--- src/rtl/bit_serial_alu_pkg.sv ---
// Shared definitions for the bit-serial ALU: operation codes, FSM state
// encoding and a small decode helper.
package bit_serial_alu_pkg;

    localparam logic [3:0] ALU_AND  = 4'b0000;
    localparam logic [3:0] ALU_OR   = 4'b0001;
    localparam logic [3:0] ALU_ADD  = 4'b0010;
    localparam logic [3:0] ALU_SUB  = 4'b0110;
    localparam logic [3:0] ALU_NOR  = 4'b1100;
    localparam logic [3:0] ALU_NAND = 4'b1101;

    typedef enum logic [1:0] {
        ST_IDLE = 2'd0,
        ST_RUN  = 2'd1,
        ST_DONE = 2'd2
    } state_e;

    // Only ADD and SUB produce meaningful carry/overflow flags.
    function automatic logic is_arith(input logic [3:0] op);
        return (op == ALU_ADD) || (op == ALU_SUB);
    endfunction

endpackage

--- src/rtl/bit_serial_alu_alu1Bit.sv ---
// 1-bit ALU slice: logic ops, add, and subtract (b inverted, carry seeded by the caller).
module alu1Bit
    import bit_serial_alu_pkg::*;
(
    input  logic       a,
    input  logic       b,
    input  logic       carryIn,
    input  logic [3:0] ALUOp,
    output logic       result,
    output logic       carryOut
);

    logic b_eff;

    always_comb begin
        b_eff    = (ALUOp == ALU_SUB) ? ~b : b;
        result   = 1'b0;
        carryOut = 1'b0;
        case (ALUOp)
            ALU_AND:  result = a & b;
            ALU_OR:   result = a | b;
            ALU_NOR:  result = ~a & ~b;
            ALU_NAND: result = ~a | ~b;
            ALU_ADD, ALU_SUB: begin
                result   = a ^ b_eff ^ carryIn;
                carryOut = (a & b_eff) | (carryIn & (a ^ b_eff));
            end
            default: begin
                result   = 1'b0;
                carryOut = 1'b0;
            end
        endcase
    end

endmodule

--- src/rtl/bit_serial_alu.sv ---
// Bit-serial ALU: operands are shifted LSB-first through a single 1-bit slice,
// one bit per cycle; results and flags are published when the FSM enters DONE.
module bit_serial_alu
    import bit_serial_alu_pkg::*;
#(
    parameter int WIDTH = 32
) (
    input  logic             clk,
    input  logic             reset,
    input  logic             start,
    input  logic [WIDTH-1:0] a,
    input  logic [WIDTH-1:0] b,
    input  logic [3:0]       aluOp,
    output logic             busy,
    output logic             done,
    output logic [WIDTH-1:0] result,
    output logic             zero,
    output logic             carryOut,
    output logic             overflow
);

    localparam int CNT_W = (WIDTH > 1) ? $clog2(WIDTH) : 1;

    state_e             state_q;
    logic [CNT_W-1:0]   cnt_q;
    logic [WIDTH-1:0]   a_q;
    logic [WIDTH-1:0]   b_q;
    logic [3:0]         op_q;
    logic               carry_q;
    logic [WIDTH-1:0]   acc_q;
    logic [WIDTH-1:0]   result_q;
    logic               zero_q;
    logic               cout_q;
    logic               ovf_q;
    logic               busy_q;
    logic               done_q;

    logic               slice_res;
    logic               slice_cout;
    logic               last_bit;
    logic [WIDTH-1:0]   acc_d;

    alu1Bit u_slice (
        .a        (a_q[0]),
        .b        (b_q[0]),
        .carryIn  (carry_q),
        .ALUOp    (op_q),
        .result   (slice_res),
        .carryOut (slice_cout)
    );

    assign last_bit = (cnt_q == CNT_W'(WIDTH - 1));
    // New bits enter at the MSB so that after WIDTH shifts bit i sits at index i.
    assign acc_d    = {slice_res, acc_q[WIDTH-1:1]};

    always_ff @(posedge clk) begin
        if (reset) begin
            state_q  <= ST_IDLE;
            cnt_q    <= '0;
            a_q      <= '0;
            b_q      <= '0;
            op_q     <= '0;
            carry_q  <= 1'b0;
            acc_q    <= '0;
            result_q <= '0;
            zero_q   <= 1'b0;
            cout_q   <= 1'b0;
            ovf_q    <= 1'b0;
            busy_q   <= 1'b0;
            done_q   <= 1'b0;
        end else begin
            case (state_q)
                ST_IDLE, ST_DONE: begin
                    if (start) begin
                        state_q <= ST_RUN;
                        cnt_q   <= '0;
                        a_q     <= a;
                        b_q     <= b;
                        op_q    <= aluOp;
                        carry_q <= (aluOp == ALU_SUB);
                        acc_q   <= '0;
                        busy_q  <= 1'b1;
                        done_q  <= 1'b0;
                    end else begin
                        state_q <= ST_IDLE;
                        busy_q  <= 1'b0;
                        done_q  <= 1'b0;
                    end
                end
                ST_RUN: begin
                    a_q     <= {1'b0, a_q[WIDTH-1:1]};
                    b_q     <= {1'b0, b_q[WIDTH-1:1]};
                    acc_q   <= acc_d;
                    carry_q <= slice_cout;
                    if (last_bit) begin
                        state_q  <= ST_DONE;
                        busy_q   <= 1'b0;
                        done_q   <= 1'b1;
                        result_q <= acc_d;
                        zero_q   <= (acc_d == '0);
                        cout_q   <= is_arith(op_q) ? slice_cout : 1'b0;
                        // carry_q still holds the carry into the MSB on the final bit.
                        ovf_q    <= is_arith(op_q) ? (carry_q ^ slice_cout) : 1'b0;
                    end else begin
                        cnt_q <= cnt_q + CNT_W'(1);
                    end
                end
                default: begin
                    state_q <= ST_IDLE;
                    busy_q  <= 1'b0;
                    done_q  <= 1'b0;
                end
            endcase
        end
    end

    assign busy     = busy_q;
    assign done     = done_q;
    assign result   = result_q;
    assign zero     = zero_q;
    assign carryOut = cout_q;
    assign overflow = ovf_q;

endmodule

--- config.mk ---
export PLATFORM = sky130hd
export DESIGN_NAME = bit_serial_alu
export DESIGN_NICKNAME = d
export VERILOG_FILES = /design/src/rtl/bit_serial_alu_pkg.sv /design/src/rtl/bit_serial_alu_alu1Bit.sv /design/src/rtl/bit_serial_alu.sv
export SDC_FILE = /design/constraint.sdc
export NUM_CORES = 1
export LEC_CHECK = 0
export ABC_CLOCK_PERIOD_IN_PS = 2750
export CORE_AREA = 2 2 107 109
export CTS_CLUSTER_DIAMETER = 120
export DETAILED_ROUTE_END_ITERATION = 16
export DIE_AREA = 0 0 109 111
export HOLD_SLACK_MARGIN = 0.06
export PLACE_DENSITY = 0.84
export REMOVE_ABC_BUFFERS = 1
export SLEW_MARGIN = 15
export SYNTH_ARGS = -nofsm -noshare
export SYNTH_HDL_FRONTEND = slang
export SYNTH_SLANG_ARGS = --single-unit
--- constraint.sdc ---
create_clock -name clk -period 2.75 [get_ports clk]
set_input_delay 0.4125 -clock clk [delete_from_list [all_inputs] [get_ports clk]]
set_output_delay 0.4125 -clock clk [all_outputs]
set_load 0.05 [all_outputs]
==> impl_metrics.ini, run 1 <==
[critical_path]
cp.required_ns = 3.03
cp-end-kind = register
cpPeakStageDelay_ns = 0.51
critPathLaunchType = register
crit_fanout = 5
worstPathArrival_ns = 2.34
worst_path_max_delay_cell = fa_1
critPathMostFrequentCell = nor2_1
cp_cell_sequence = or3b_1 > nor2_1 > xnor2_1 > fa_1 > nor2_1 > a21oi_1 > o31ai_1
crit_family = simple AND/OR/NAND/NOR gates
crit_buf_inv = 0
critPathKind = register to register

[sta]
post-route-min-period_ns = 2.058
min_period_over_period_pct = 74.85
setup_viol = 0
finalHoldViolations = 0
fin_setup_tns_ns = 0
rsz0062_at_grt = no
tightest_slew_ns = 1.098
fmax_mhz = 485.8
slew_viol_final = 0
skew_ns = 0.008279
slew_headroom_pct = 26.54

[cts]
cts.sinks = 144
cts.clk_slew.worst_paths_ns = 0.06
cts_buffers = 17
cts_resized = 0
cts_tree = built
cts_setup_buffers = 0
clockBufferDepth = 2
ctsHoldBuffers = 0
cts-root-buf = clkbuf_16
clkLatencyLatePin_ns = 0.40
htreeDepth = 4

[floorplanning]
dieWidth_um = 109
fp-row-count = 39
die_y_um = 111
initial_utilization_pct = 48.18
die_area_mm2 = 0.01210
core_mm2 = 0.01108
io_pins = 108

[synthesis]
syn_area_mm2 = 0.005336
syn_area_per_cell_um2 = 8.835
synthArstFlopShare_pct = 0
synthTopCellsByCount = dfxtp_1 (144), nand2_1 (95), nor2_1 (73), nor3_1 (57), o22ai_1 (53)
yosysUniqueCellTypes = 41
synthCells = 604
synth_top_area_share_pct = 54.02
synth_enable_flop_cells = 0
yosysMostFrequentCell = dfxtp_1
synth_ff_type = dfxtp_1
yosys_warnings = 0
yosys.area.top_type = dfxtp_1
seq_area_frac_synth_pct = 54.02
synthTopCellsByArea = dfxtp_1 (54%), nand2_1 (6.7%), o22ai_1 (6.2%)
ys_ff_latch = 144

[final_layout]
n_antenna_cell = 0
nFillCells = 927
drive_gt1_share_pct = 7.244
syn_to_final_growth_pct = 32.38
multi_input_area_mm2 = 0.002202
postLayoutCoreUtil_pct = 63.78
regArea_mm2 = 0.002883
fin_nets = 765
fin_area_mm2 = 0.007064

[routing]
firstDrtPassIters = 4
vias = 4622
drt-initial-drc-count = 208
routedWlPerCell_um = 14.46
wl_um = 12250
viasPerCell = 5.457
drc = 0
drtAntennaViolNets = 0

[place]
place.gp.congestion = 0.7497
hpwl_um = 8230
place_area_mm2 = 0.006422
numPortBuffers = 107

[power_and_ir_drop]
peakVddDrop_mv = 0.4989
power.total_w = 0.005214
p_leak_nw = 2.596
power_density_mw_per_mm2 = 738.0

[outcome]
status = complete, no violations

[global_routing]
antenna_found_initial = 0
grt_first_pass_wirelength_um = 20690
grt_max_degree = 59
grt.overflow.total = 0
track_usage_pct = 21.25
grt_pass1_vias = 4495

[job]
maxCapViolations = 0

[hold_path]
hp-class = input pin to register
-- layout make-up --
type                            count  area share [%]
Clock inverter                     13           2.958
Timing Repair Buffer              117           16.19
Tap cell                          143           2.533
Clock buffer                       19           6.128
Sequential cell                   144           40.81
Multi-Input combinational cell    407           31.17
Inverter                            4          0.2125
-- worst reg2reg max path, delay by kind of cell (launching register included) --
kind,cells,cell delay (ns)
xor gates and xnor gates,1,0.10
and+or+nand+nor,3,0.63
adders and majority gates,1,0.51
AOI/OAI and AO/OA,2,0.36
DFF,1,0.34
-- report_power, final --
| group | switching [W] | internal [W] | total [W] |
|---|---|---|---|
| Clock | 0.000874 | 0.00161 | 0.00249 |
| Sequential | 0.0000603 | 0.00219 | 0.00225 |
| Combinational | 0.000251 | 0.000222 | 0.000473 |
-- kinds of logic after synthesis --
| family | Yosys count | synth area share (%) |
|---|---|---|
| simple gates | 254 | 21.06 |
| flops | 144 | 54.02 |
| compound gates | 143 | 17.94 |
| buf+inv | 53 | 4.971 |
| xor+xnor | 6 | 0.9848 |
| fa+ha+maj | 3 | 0.8440 |
| mux | 1 | 0.1876 |
-- per-layer routing --
layer | vias to the layer above | GRT usage [%] | share of wire (%)
met1 | 2156 | 26.57 | 43
met4 | 0 | 5.385 | 0.78
li1 | 2317 | - | -
met3 | 11 | 7.819 | 8.1
met2 | 138 | 34.53 | 48
met5 | - | 0 | 0
-- placed cells by master (no fill, tap or decap), types with 4 or more instances in the layout --
cell type / count
o22ai_1: 53
clkdlybuf4s50_1: 106
xor2_1: 4
nand2_1: 95
bufinv_16: 5
a22o_1: 30
nor3_1: 57
nor2_1: 72
buf_4: 11
clkbuf_16: 17
a21oi_1: 43
dfxtp_1: 144
nor4_1: 8
a311oi_1: 8
inv_1: 4
-- path summary, 6_finish.rpt --
check                          start                 endpoint  slack [ns]  depth (start not counted)
min reg2reg  result[10]$_SDFFE_PP0P_  result[10]$_SDFFE_PP0P_        0.45                          2
max             op_q[3]$_SDFFE_PP0P_   acc_q[31]$_SDFFE_PP0P_        0.69                          7
min                            reset    overflow$_SDFFE_PP0P_        0.36                          2
max reg2reg     op_q[3]$_SDFFE_PP0P_   acc_q[31]$_SDFFE_PP0P_        0.69                          7
-- metrics by stage --
step                hold slack (ns)  setup slack [ns]  cells
floorplan                    0.4378           -0.2859    555
global placement             0.4433            0.6609    815
detailed placement           0.4473            0.5980    815
CTS                          0.3505            0.6868    847
global route                 0.3570            0.5235    847
finish                       0.3594            0.6916    847
-- registers in the layout, summed over array words and instances (netlist names) --
register and cells:
a_q 32, acc_q 31, b_q 32, busy 1
carryOut 1, carry_q 1, cnt_q 5, done 1
op_q 4, overflow 1, result 32, state_q 2
zero 1
Note: power is estimated with default switching activity, not from simulation.
==> run 2: changes to the inputs <==
--- a/config.mk
+++ b/config.mk
@@ -5,7 +5,7 @@
 export SDC_FILE = /design/constraint.sdc
 export NUM_CORES = 1
 export LEC_CHECK = 0
-export ABC_CLOCK_PERIOD_IN_PS = 2750
+export ABC_CLOCK_PERIOD_IN_PS = 2000
 export CORE_AREA = 2 2 107 109
 export CTS_CLUSTER_DIAMETER = 120
 export DETAILED_ROUTE_END_ITERATION = 16
==> constraint.sdc (replaced) <==
create_clock -name clk -period 2 [get_ports clk]
set_input_delay 0.3 -clock clk [delete_from_list [all_inputs] [get_ports clk]]
set_output_delay 0.3 -clock clk [all_outputs]
set_load 0.05 [all_outputs]
==> run 2 against run 1 <==
Net effect: combinational power rose by 45%; clock power rose by 36%; first-iteration DRC count rose by 18%; register-to-register slack got worse by 0.58 ns; largest cell class unchanged; sequential share of layout area fell by 0.65 points; count of clock-buffer cells in the layout fell by 1; critical path depth fell by 6; worst hold slack got worse by 0.18 ns; clock skew fell by 0.0024 ns; via count rose by 2.5%; cell count rose by 1.4%; critical endpoint is now result[31].
==> impl_metrics.ini, run 2 (synthesis gave the netlist of run 1 again) <==
[critical_path]
rr_worst_depth = 7
reg2reg_to = zero$_SDFFE_PP0P_
cp-end-kind = output port
critPathKind = register to output port
crit_buf_inv = 1
worstPathArrival_ns = 1.61
critPathLaunchType = register
crit_family = buffers and inverters
reg2reg_slack_ns = 0.11
path_depth = 1
worst_path_max_delay_cell = clkdlybuf4s50_1
cpPeakStageDelay_ns = 0.82
cp.required_ns = 1.70
crit_fanout = 2
worstReg2RegStart = op_q[1]$_SDFFE_PP0P_
cp_cell_sequence = clkdlybuf4s50_1

[sta]
finalHoldViolations = 0
fin_hold_ws_ns = 0.1813
rsz0062_at_grt = no
min_period_over_period_pct = 95.32
skew_ns = 0.005903
tightest_slew_ns = 1.077
fmax_mhz = 524.5
setup_viol = 0
slew_headroom_pct = 27.94
post-route-min-period_ns = 1.906
slew_viol_final = 0

[final_layout]
final_cell_mix = dfxtp_1 (143), clkdlybuf4s50_1 (106), nand2_1 (95), nor2_1 (70), nor3_1 (57)
drive_gt1_share_pct = 9.777
nFillCells = 888
syn_to_final_growth_pct = 34.58
final_common_cell = dfxtp_1
stdcell_count = 859
postLayoutCoreUtil_pct = 64.84
n_antenna_cell = 0
fin_nets = 777
fin_area_mm2 = 0.007182

[routing]
drt-initial-drc-count = 245
drtAntennaViolNets = 0
routedWlPerCell_um = 14.47
viasPerCell = 5.513
wl_um = 12430
vias = 4736
drc = 0
firstDrtPassIters = 4

[hold_path]
hold_depth = 2
hp-class = input pin to register
min_to = result[31]$_SDFFE_PP0P_
hp-start = reset

[global_routing]
grt.overflow.total = 0
grt_first_pass_wirelength_um = 21110
grt_max_degree = 46
track_usage_pct = 21.56
antenna_found_initial = 0
grtUsageMet1_pct = 26.90
grt_pass1_vias = 4667
globalRouteMet3Util_pct = 7.349
grt-busiest-layer = met2
grt_use_met2_pct = 35.28

[cts]
htreeDepth = 4
cts.clk_slew.worst_paths_ns = 0.06
clkLatencyLatePin_ns = 0.41
cts_buffers = 17
cts_setup_buffers = 0
cts-root-buf = clkbuf_16
cts.sinks = 144
ctsHoldBuffers = 0
clockBufferDepth = 2
cts_tree = built

[outcome]
status = complete, no violations

[power_and_ir_drop]
power_density_mw_per_mm2 = 998.1
power.total_w = 0.007168
peakVddDrop_mv = 0.6520
p_leak_nw = 2.665

[floorplanning]
io_pins = 108
initial_utilization_pct = 48.18
core_mm2 = 0.01108
die_area_mm2 = 0.01210
dieWidth_um = 109
die_y_um = 111
fp-row-count = 39

[job]
maxCapViolations = 0

[place]
numPortBuffers = 107
place.gp.congestion = 0.7314
hpwl_um = 8582
place_area_mm2 = 0.006525
place_inst = 827
run 2: what timing repair did:
item,CTS,global route
pin swaps,0,2
endpoints found under the setup margin,2,4
gates resized for setup,1,4
run 2: worst max path at each step:
| stage | startpoint | end | slack [ns] |
|---|---|---|---|
| 6_report | result[31]$_SDFFE_PP0P_ | result[31] | 0.09 |
| 5_1_grt | state_q[1]$_SDFFE_PP0P_ | acc_q[31]$_SDFFE_PP0P_ | 0.008 |
| 4_1_cts | op_q[1]$_SDFFE_PP0P_ | zero$_SDFFE_PP0P_ | 0.02 |
| 3_5_place_dp | start | acc_q[31]$_SDFFE_PP0P_ | -0.03 |
| 3_3_place_gp | start | acc_q[11]$_SDFFE_PP0P_ | 0.06 |
| 2_1_floorplan | state_q[1]$_SDFFE_PP0P_ | acc_q[10]$_SDFFE_PP0P_ | -1.04 |
run 2: where the power goes:
group          switching (W)  total (W)  leakage (nW)  internal [W]
Combinational       0.000356   0.000688          1.18      0.000331
Clock                0.00124    0.00338         0.308       0.00214
Sequential         0.0000830    0.00310          1.18       0.00301
Total                0.00168    0.00717          2.66       0.00549
run 2: cell type report:
type / instances / area [µm²] / share of cell area, %
Sequential cell: 144 / 2884 / 40.16
Multi-Input combinational cell: 407 / 2213 / 30.82
Timing Repair Buffer: 129 / 1246 / 17.35
Clock buffer: 18 / 439.2 / 6.115
Clock inverter: 14 / 205.2 / 2.857
Tap cell: 143 / 178.9 / 2.491
Inverter: 4 / 15.01 / 0.2091
run 2: routing by layer:
layer	share of wire, %	up-vias	routed length [µm]
li1	-	2349	-
met1	43	2216	5289
met2	49	161	6131
met3	7.4	10	916
met4	0.76	0	95
met5	0	-	0
run 2: through the flow:
| step | setup TNS, ns | worst slack (ns) |
|---|---|---|
| 2_1_floorplan | -88.34 | -1.036 |
| 3_3_place_gp | 0 | 0.06049 |
| 6_report | 0 | 0.09358 |
| 4_1_cts | 0 | 0.02062 |
| 3_5_place_dp | -0.07659 | -0.03021 |
| 5_1_grt | 0 | 0.007652 |
==> run 3: changes to the inputs <==
--- a/config.mk
+++ b/config.mk
@@ -7,7 +7,7 @@
 export LEC_CHECK = 0
 export ABC_CLOCK_PERIOD_IN_PS = 2000
 export CORE_AREA = 2 2 107 109
-export CTS_CLUSTER_DIAMETER = 120
+export CTS_CLUSTER_DIAMETER = 100
 export DETAILED_ROUTE_END_ITERATION = 16
 export DIE_AREA = 0 0 109 111
 export HOLD_SLACK_MARGIN = 0.06
==> results of run 3 <==
Same layout as run 2: the final DEF is identical, and so are final timing and power.
